**src/rtl/id_stage_pkg.sv**
```systemverilog
// Shared decode constants and inter-stage bundles for the
// instruction-decode stage.
package id_stage_pkg;

  localparam int XLEN    = 32;
  localparam int NREG_AW = 5;

  localparam int OP_HI  = 31;
  localparam int OP_LO  = 26;
  localparam int RS_HI  = 25;
  localparam int RS_LO  = 21;
  localparam int RT_HI  = 20;
  localparam int RT_LO  = 16;
  localparam int RD_HI  = 15;
  localparam int RD_LO  = 11;
  localparam int IMM_HI = 15;
  localparam int IMM_LO = 0;

  localparam logic [5:0] OP_NOP  = 6'h00;
  localparam logic [5:0] OP_ADD  = 6'h01;
  localparam logic [5:0] OP_SUB  = 6'h03;
  localparam logic [5:0] OP_AND  = 6'h05;
  localparam logic [5:0] OP_OR   = 6'h06;
  localparam logic [5:0] OP_NOR  = 6'h07;
  localparam logic [5:0] OP_XOR  = 6'h08;
  localparam logic [5:0] OP_SLA  = 6'h09;
  localparam logic [5:0] OP_SLL  = 6'h0A;
  localparam logic [5:0] OP_SRA  = 6'h0B;
  localparam logic [5:0] OP_SRL  = 6'h0C;
  localparam logic [5:0] OP_ADDI = 6'h20;
  localparam logic [5:0] OP_SUBI = 6'h21;
  localparam logic [5:0] OP_LD   = 6'h24;
  localparam logic [5:0] OP_ST   = 6'h25;
  localparam logic [5:0] OP_BEZ  = 6'h28;
  localparam logic [5:0] OP_BNE  = 6'h29;
  localparam logic [5:0] OP_JMP  = 6'h2A;

  typedef enum logic [3:0] {
    ALU_NOP = 4'd0,
    ALU_ADD = 4'd1,
    ALU_SUB = 4'd2,
    ALU_AND = 4'd3,
    ALU_OR  = 4'd4,
    ALU_NOR = 4'd5,
    ALU_XOR = 4'd6,
    ALU_SLA = 4'd7,
    ALU_SLL = 4'd8,
    ALU_SRA = 4'd9,
    ALU_SRL = 4'd10
  } alu_cmd_t;

  typedef struct packed {
    logic [31:0] pc;
    logic [31:0] instr;
  } if_id_t;

  typedef struct packed {
    logic [3:0]         alu_cmd;
    logic [XLEN-1:0]    val1;
    logic [XLEN-1:0]    val2;
    logic [XLEN-1:0]    st_val;
    logic [NREG_AW-1:0] dest;
    logic               wb_en;
    logic               mem_rd;
    logic               mem_wr;
    logic [31:0]        pc;
  } id_ex_t;

endpackage

```
**src/rtl/id_stage_if.sv**
```systemverilog
// IF <-> ID bus: fetched {pc, instr} forward,
// stall and branch redirect back to fetch.
interface id_stage_if;
  import id_stage_pkg::*;

  logic [31:0] if_pc;
  logic [31:0] if_instr;
  logic        stall;
  logic        branch_taken;
  logic [31:0] branch_address;

  modport master (
    output if_pc,
    output if_instr,
    input  stall,
    input  branch_taken,
    input  branch_address
  );

  modport slave (
    input  if_pc,
    input  if_instr,
    output stall,
    output branch_taken,
    output branch_address
  );

endinterface

```
**src/rtl/id_stage_reg_file.sv**
```systemverilog
// 2R/1W register file, r0 hardwired to zero,
// same-cycle write visible on the read ports.
module id_stage_reg_file
  import id_stage_pkg::*;
#(
  parameter int DATA_W = XLEN,
  parameter int REG_AW = NREG_AW
) (
  input  logic              clk,
  input  logic              rst,
  input  logic [REG_AW-1:0] ra1,
  input  logic [REG_AW-1:0] ra2,
  output logic [DATA_W-1:0] rd1,
  output logic [DATA_W-1:0] rd2,
  input  logic [REG_AW-1:0] wa,
  input  logic [DATA_W-1:0] wd,
  input  logic              we
);

  logic [DATA_W-1:0] regs [2**REG_AW];

  always_ff @(posedge clk) begin
    if (rst) begin
      for (int i = 0; i < 2**REG_AW; i++)
        regs[i] <= '0;
    end else if (we && wa != '0) begin
      regs[wa] <= wd;
    end
  end

  always_comb begin
    rd1 = regs[ra1];
    rd2 = regs[ra2];
    if (we && wa == ra1) rd1 = wd;
    if (we && wa == ra2) rd2 = wd;
    if (ra1 == '0) rd1 = '0;
    if (ra2 == '0) rd2 = '0;
  end

endmodule

```
**src/rtl/id_stage.sv**
```systemverilog
// Decode stage: IF/ID latch, register read, RAW stall,
// branch resolve and the ID/EX register.
module id_stage
  import id_stage_pkg::*;
#(
  parameter int DATA_W = XLEN,
  parameter int REG_AW = NREG_AW
) (
  input  logic              clk,
  input  logic              rst,
  id_stage_if.slave         ifid,
  input  logic [REG_AW-1:0] mem_dest,
  input  logic              mem_wb_en,
  input  logic [REG_AW-1:0] wb_dest,
  input  logic [DATA_W-1:0] wb_data,
  input  logic              wb_en,
  output logic [3:0]        ex_alu_cmd,
  output logic [DATA_W-1:0] ex_val1,
  output logic [DATA_W-1:0] ex_val2,
  output logic [DATA_W-1:0] ex_st_val,
  output logic [REG_AW-1:0] ex_dest,
  output logic              ex_wb_en,
  output logic              ex_mem_rd,
  output logic              ex_mem_wr,
  output logic [31:0]       ex_pc
);

  if_id_t ifid_q;
  id_ex_t idex_q;
  id_ex_t idex_d;

  logic [5:0]        op;
  logic [REG_AW-1:0] rs;
  logic [REG_AW-1:0] rt;
  logic [REG_AW-1:0] rd;
  logic [15:0]       imm;
  logic [DATA_W-1:0] sext;
  logic [31:0]       pc4;
  logic [DATA_W-1:0] rd1;
  logic [DATA_W-1:0] rd2;

  alu_cmd_t cmd;
  logic r_type, imm_alu, is_ld, is_st;
  logic is_bez, is_bne, is_jmp;
  logic use_rs, use_rt;
  logic hz_rs, hz_rt;
  logic stall, cond, taken;

  assign op   = ifid_q.instr[OP_HI:OP_LO];
  assign rs   = ifid_q.instr[RS_HI:RS_LO];
  assign rt   = ifid_q.instr[RT_HI:RT_LO];
  assign rd   = ifid_q.instr[RD_HI:RD_LO];
  assign imm  = ifid_q.instr[IMM_HI:IMM_LO];
  assign sext = {{(DATA_W-16){imm[15]}}, imm};
  assign pc4  = ifid_q.pc + 32'd4;

  id_stage_reg_file #(
    .DATA_W (DATA_W),
    .REG_AW (REG_AW)
  ) u_rf (
    .clk (clk),
    .rst (rst),
    .ra1 (rs),
    .ra2 (rt),
    .rd1 (rd1),
    .rd2 (rd2),
    .wa  (wb_dest),
    .wd  (wb_data),
    .we  (wb_en)
  );

  always_comb begin
    cmd     = ALU_NOP;
    r_type  = 1'b0;
    imm_alu = 1'b0;
    is_ld   = 1'b0;
    is_st   = 1'b0;
    is_bez  = 1'b0;
    is_bne  = 1'b0;
    is_jmp  = 1'b0;
    case (op)
      OP_ADD:  begin cmd = ALU_ADD; r_type = 1'b1; end
      OP_SUB:  begin cmd = ALU_SUB; r_type = 1'b1; end
      OP_AND:  begin cmd = ALU_AND; r_type = 1'b1; end
      OP_OR:   begin cmd = ALU_OR;  r_type = 1'b1; end
      OP_NOR:  begin cmd = ALU_NOR; r_type = 1'b1; end
      OP_XOR:  begin cmd = ALU_XOR; r_type = 1'b1; end
      OP_SLA:  begin cmd = ALU_SLA; r_type = 1'b1; end
      OP_SLL:  begin cmd = ALU_SLL; r_type = 1'b1; end
      OP_SRA:  begin cmd = ALU_SRA; r_type = 1'b1; end
      OP_SRL:  begin cmd = ALU_SRL; r_type = 1'b1; end
      OP_ADDI: begin cmd = ALU_ADD; imm_alu = 1'b1; end
      OP_SUBI: begin cmd = ALU_SUB; imm_alu = 1'b1; end
      OP_LD:   begin cmd = ALU_ADD; is_ld = 1'b1; end
      OP_ST:   begin cmd = ALU_ADD; is_st = 1'b1; end
      OP_BEZ:  is_bez = 1'b1;
      OP_BNE:  is_bne = 1'b1;
      OP_JMP:  is_jmp = 1'b1;
      default: ;
    endcase
  end

  assign use_rs = r_type | imm_alu | is_ld
                | is_st | is_bez | is_bne;
  assign use_rt = r_type | is_st | is_bne;

  // No forwarding: any in-flight writer of a source must drain first.
  assign hz_rs = use_rs && rs != '0
              && ((idex_q.wb_en && rs == idex_q.dest)
               || (mem_wb_en && rs == mem_dest));
  assign hz_rt = use_rt && rt != '0
              && ((idex_q.wb_en && rt == idex_q.dest)
               || (mem_wb_en && rt == mem_dest));
  assign stall = hz_rs | hz_rt;

  assign cond  = is_jmp
               | (is_bez & (rd1 == '0))
               | (is_bne & (rd1 != rd2));
  assign taken = cond & ~stall;

  assign ifid.stall          = stall;
  assign ifid.branch_taken   = taken;
  assign ifid.branch_address = pc4 + {sext[29:0], 2'b00};

  always_comb begin
    idex_d         = '0;
    idex_d.alu_cmd = cmd;
    idex_d.val1    = rd1;
    idex_d.st_val  = rd2;
    idex_d.mem_rd  = is_ld;
    idex_d.mem_wr  = is_st;
    idex_d.pc      = pc4;
    unique case (1'b1)
      r_type:                  idex_d.val2 = rd2;
      imm_alu | is_ld | is_st: idex_d.val2 = sext;
      default:                 idex_d.val2 = '0;
    endcase
    unique case (1'b1)
      r_type:          idex_d.dest = rd;
      imm_alu | is_ld: idex_d.dest = rt;
      default:         idex_d.dest = '0;
    endcase
    idex_d.wb_en = (r_type | imm_alu | is_ld)
                && idex_d.dest != '0;
  end

  always_ff @(posedge clk) begin
    if (rst || taken)
      ifid_q <= '0;
    else if (!stall)
      ifid_q <= '{pc: ifid.if_pc, instr: ifid.if_instr};
  end

  always_ff @(posedge clk) begin
    if (rst || stall)
      idex_q <= '0;
    else
      idex_q <= idex_d;
  end

  assign ex_alu_cmd = idex_q.alu_cmd;
  assign ex_val1    = idex_q.val1;
  assign ex_val2    = idex_q.val2;
  assign ex_st_val  = idex_q.st_val;
  assign ex_dest    = idex_q.dest;
  assign ex_wb_en   = idex_q.wb_en;
  assign ex_mem_rd  = idex_q.mem_rd;
  assign ex_mem_wr  = idex_q.mem_wr;
  assign ex_pc      = idex_q.pc;

endmodule

```
**src/flat_wrapper.sv**
```systemverilog
// flat-port wrapper written by rule: the top's interface ports become plain ports
module id_stage_flat import id_stage_pkg::*;
#(
  parameter int DATA_W = XLEN,
  parameter int REG_AW = NREG_AW
)
  (clk, rst, mem_dest, mem_wb_en, wb_dest, wb_data, wb_en, ex_alu_cmd, ex_val1, ex_val2, ex_st_val, ex_dest, ex_wb_en, ex_mem_rd, ex_mem_wr, ex_pc, ifid_if_pc, ifid_if_instr, ifid_stall, ifid_branch_taken, ifid_branch_address);
  id_stage_if ifid_i ();
  input  logic clk;
  input  logic rst;
  input  logic [REG_AW-1:0] mem_dest;
  input  logic mem_wb_en;
  input  logic [REG_AW-1:0] wb_dest;
  input  logic [DATA_W-1:0] wb_data;
  input  logic wb_en;
  output logic [3:0] ex_alu_cmd;
  output logic [DATA_W-1:0] ex_val1;
  output logic [DATA_W-1:0] ex_val2;
  output logic [DATA_W-1:0] ex_st_val;
  output logic [REG_AW-1:0] ex_dest;
  output logic ex_wb_en;
  output logic ex_mem_rd;
  output logic ex_mem_wr;
  output logic [31:0] ex_pc;
  input wire logic [$bits(ifid_i.if_pc)-1:0] ifid_if_pc;
  input wire logic [$bits(ifid_i.if_instr)-1:0] ifid_if_instr;
  output wire logic [$bits(ifid_i.stall)-1:0] ifid_stall;
  output wire logic [$bits(ifid_i.branch_taken)-1:0] ifid_branch_taken;
  output wire logic [$bits(ifid_i.branch_address)-1:0] ifid_branch_address;
  assign ifid_i.if_pc = ifid_if_pc;
  assign ifid_i.if_instr = ifid_if_instr;
  assign ifid_stall = ifid_i.stall;
  assign ifid_branch_taken = ifid_i.branch_taken;
  assign ifid_branch_address = ifid_i.branch_address;
  id_stage #(.DATA_W(DATA_W), .REG_AW(REG_AW)) u_core (.clk(clk), .rst(rst), .ifid(ifid_i), .mem_dest(mem_dest), .mem_wb_en(mem_wb_en), .wb_dest(wb_dest), .wb_data(wb_data), .wb_en(wb_en), .ex_alu_cmd(ex_alu_cmd), .ex_val1(ex_val1), .ex_val2(ex_val2), .ex_st_val(ex_st_val), .ex_dest(ex_dest), .ex_wb_en(ex_wb_en), .ex_mem_rd(ex_mem_rd), .ex_mem_wr(ex_mem_wr), .ex_pc(ex_pc));
endmodule
```
**config.mk**
```make
export PLATFORM = sky130hd
export DESIGN_NAME = id_stage_flat
export DESIGN_NICKNAME = d
export VERILOG_FILES = /design/src/rtl/id_stage_pkg.sv /design/src/rtl/id_stage_if.sv /design/src/rtl/id_stage_reg_file.sv /design/src/rtl/id_stage.sv /design/src/flat_wrapper.sv
export SDC_FILE = /design/constraint.sdc
export NUM_CORES = 2
export LEC_CHECK = 0
export CORE_ASPECT_RATIO = 1.75
export CORE_MARGIN = 3
export CORE_UTILIZATION = 25
export CTS_CLUSTER_SIZE = 24
export DETAILED_ROUTE_END_ITERATION = 8
export DONT_BUFFER_PORTS = 1
export GPL_TIMING_DRIVEN = 0
export SYNTH_ARGS = -nofsm -noshare
export SYNTH_HDL_FRONTEND = slang
export SYNTH_SLANG_ARGS = --single-unit
```
**constraint.sdc**
```tcl
create_clock -name clk -period 5.1 [get_ports clk]
set_clock_uncertainty 0.2 [all_clocks]
set_input_delay 0.765 -clock clk [delete_from_list [all_inputs] [get_ports clk]]
set_output_delay 0.765 -clock clk [all_outputs]
set_load 0.1 [all_outputs]
```
==> results.json <==
{
  "p_leak_nw": 27.1,
  "postSynthCellCount": 4692,
  "synth_area_leaders": "edfxtp_1, mux4_2, and2_1",
  "end_kind": "output port",
  "cp_slowest_stage_delay_ns": 0.54,
  "syn_avg_cell_area_um2": 13.8,
  "cp.required_ns": 4.14,
  "cts_buffers": 117,
  "hold_viol": 0,
  "wire_per_inst_um": 51.3,
  "power.density_mw_per_mm2": 350,
  "status": "finished, violations left",
  "crit_type": "reg -> out",
  "cts_tree": "yes",
  "core_mm2": 0.257,
  "synthFlopType": "edfxtp_1",
  "start_util": 0.252,
  "synth-edff-count": 1024,
  "crit_family": "simple AND/OR/NAND/NOR gates",
  "dp_hpwl_mm": 312,
  "htree_levels": 3,
  "path_clk_slew_ns": 0.08,
  "rrSetupSlack_ns": -0.20,
  "crit_arrival_ns": 5.48,
  "period_needed_ns": 6.45,
  "drc": 0,
  "cp_slowest_cell": "dfxtp_4",
  "die_y_um": 679,
  "drt-initial-drc-count": 8644,
  "slew_violations": 92,
  "max-vdd-ir-drop_uv": 308,
  "grt_start_max_net_pins": 27,
  "first_pass_iters": 8,
  "drive_gt1_frac": 0.291,
  "finalSetupViolCount": 115,
  "setup_slack_ns": -1.35,
  "hp-class": "in -> reg",
  "grt_overflow": 0,
  "rsz0062_at_grt": "true",
  "cp.buffers_inverters": 5,
  "io_pins": 284,
  "finalCritPeriodShare": 1.26,
  "r2r_end": "u_core.ifid_q[25]$_SDFFE_PP0N_",
  "yosysUniqueCellTypes": 76,
  "grt_usage": 0.329,
  "die_area_mm2": 0.265,
  "ys_warn_count": 0,
  "startpoint_type": "register",
  "ys_seq_elements": 1238,
  "ant_nets": 0,
  "area_delta_synth_final_pct": 25.9,
  "crit_end": "ifid_branch_taken",
  "core.rowCount": 246,
  "synthDominantCellAreaShare": 0.475,
  "cp_num_cells": 15,
  "crit_path_frequent_cell": "buf_8",
  "dpl_cell_area_mm2": 0.0709,
  "die_w_um": 391,
  "clk_path_buf_depth": 3,
  "antenna_found_initial": 81,
  "grt_pass1_vias": 50900,
  "gp_congestion": 1.07,
  "synth_top_area_cell": "edfxtp_1",
  "vias": 53100,
  "clock.fmax_mhz": 155,
  "drv_cap": 9,
  "root_buffer": "clkbuf_16",
  "fin_nets": 5299,
  "fin_setup_tns_ns": -17.56,
  "path_cells": "buf_8 > buf_6 > buf_8 > buf_8 > mux4_2 > a22oi_1 > nand2_1 > o22ai_4 > nor2_2 > or3_1 > a221oi_2 > and4_1 > a21oi_2 > buf_6 > or2_4",
  "rr_worst_depth": 17,
  "worstMarginPinSlew_ns": 1.55,
  "final_common_cell": "edfxtp_1",
  "synth_async_sr_flop_share": 0,
  "viasPerCell": 6.12,
  "slew_headroom": -0.0323,
  "syn-cell-area_mm2": 0.0647,
  "grt_pass1_wl_mm": 557,
  "clk_latency_ns": 0.84,
  "wl_mm": 445,
  "crit_fanout": 11,
  "io_buffers": 0,
  "design_area_mm2": 0.0815,
  "violations": "max-capacitance violations, max-slew violations, negative setup slack",
  "cts.sinks": 1238,
  "ys_seq_area_frac": 0.542,
  "layout_common_cells": "edfxtp_1, and2_1, mux4_2"
}
## how the worst min path moves through the flow
stage / startpoint / endpoint / slack [ns] / depth (start not counted)
6_report: ifid_if_pc[26] / u_core.ifid_q[58]$_SDFFE_PP0N_ / 0.004 / 2
5_1_grt: ifid_if_instr[28] / u_core.ifid_q[28]$_SDFFE_PP0N_ / 0.006 / 2
4_1_cts: ifid_if_pc[20] / u_core.ifid_q[52]$_SDFFE_PP0N_ / 0.0005 / 2
3_5_place_dp: u_core.ifid_q[33]$_SDFFE_PP0N_ / u_core.ex_pc[1]$_SDFF_PP0_ / 0.28 / 1
3_3_place_gp: u_core.ifid_q[33]$_SDFFE_PP0N_ / u_core.ex_pc[1]$_SDFF_PP0_ / 0.27 / 1
2_1_floorplan: u_core.ifid_q[34]$_SDFFE_PP0N_ / u_core.ex_pc[2]$_SDFF_PP0_ / 0.25 / 1
## cells by family after synthesis
| kind of cell | Yosys count | synth area share |
|---|---|---|
| other | 1 | 0.0000580 |
| DFF | 1238 | 0.542 |
| AOI/OAI and AO/OA | 502 | 0.0538 |
| buffers and inverters | 496 | 0.0345 |
| adders and majority gates | 31 | 0.00611 |
| muxes | 655 | 0.197 |
| and+or+nand+nor | 1659 | 0.152 |
| xor gates and xnor gates | 110 | 0.0149 |
## flip-flops by register name (all words and copies together), names as in the netlist, 4 cells and up, named ones only
name,cells
u_core.u_rf.regs,1024
u_core.ex_pc,32
u_core.ex_val2,32
u_core.ifid_q,64
u_core.ex_val1,32
u_core.ex_alu_cmd,4
u_core.ex_st_val,32
u_core.ex_dest,5
## where the power goes
group	internal, W	switching, W
registers	0.0115	0.00111
clock network	0.00493	0.00445
logic	0.00215	0.00436
total	0.0186	0.00991
## through the flow
stage / power (W) / utilization / hold slack (ns) / cells / setup slack, ns
after floorplan: 0.0153 / - / 0.248 / 4723 / -0.0600
after global placement: 0.0179 / 0.269 / 0.267 / 8071 / -5.00
after detailed placement: 0.0181 / 0.276 / 0.276 / 8130 / -3.34
after CTS: 0.0279 / 0.312 / 0.000534 / 8549 / -1.08
after global routing: 0.0288 / 0.316 / 0.00575 / 8624 / -1.25
final: 0.0285 / 0.317 / 0.00447 / 8675 / -1.35
## cell usage after synthesis (25+ instances only)
master    instances
a21oi_1          76
a221oi_1         38
a22o_1           32
a22oi_1         116
and2_1          959
buf_1            30
buf_2            47
buf_4            35
clkbuf_1        337
dfxtp_1         214
edfxtp_1       1024
ha_1             30
mux2i_1         151
mux4_2          493
nand2_1         103
nand3_1          38
nor2_1          168
nor2b_1          25
nor3_1          142
nor4_1           32
nor4_2           50
o21ai_0          65
o22ai_1          57
or2_2            37
xnor2_1          74
xor2_1           36
## cell type report
cell class | count | area (um^2)
tap | 3348 | 4190
clock buffer | 130 | 3040
fill | 25200 | 176000
antenna | 72 | 180
timing repair buffer | 326 | 4140
inverter | 24 | 92.6
multi-input combinational | 2989 | 30200
buffer | 462 | 3720
clock inverter | 86 | 842
sequential | 1238 | 35100
## metal layers
| metal | GRT usage | share of wire |
|---|---|---|
| met5 | 0.00165 | 0.00032 |
| met4 | 0.360 | 0.14 |
| met3 | 0.114 | 0.11 |
| met2 | 0.523 | 0.46 |
| met1 | 0.318 | 0.29 |
## worst register-to-register path: stages, from the launching register on
cell	delay, ns
dfxtp_4	0.54
buf_8	0.36
buf_6	0.32
buf_8	0.28
buf_8	0.35
mux4_2	0.36
a22oi_1	0.15
nand2_1	0.13
o22ai_4	0.33
nor2_2	0.16
or3_1	0.38
a221oi_2	0.34
and4_1	0.31
a21oi_2	0.09
buf_6	0.15
buf_4	0.21
buf_8	0.21
nor4_4	0.28
## repair_timing
action / in CTS / in global routing
gates resized for setup: 722 / 119
hold endpoints to repair: 88 / 0
pin swaps: 83 / 56
hold buffers: 81 / 0
cloned: 3 / 0
setup endpoints to repair: 160 / 113
setup buffers: 126 / 58
(Power assumes the default switching activity.)
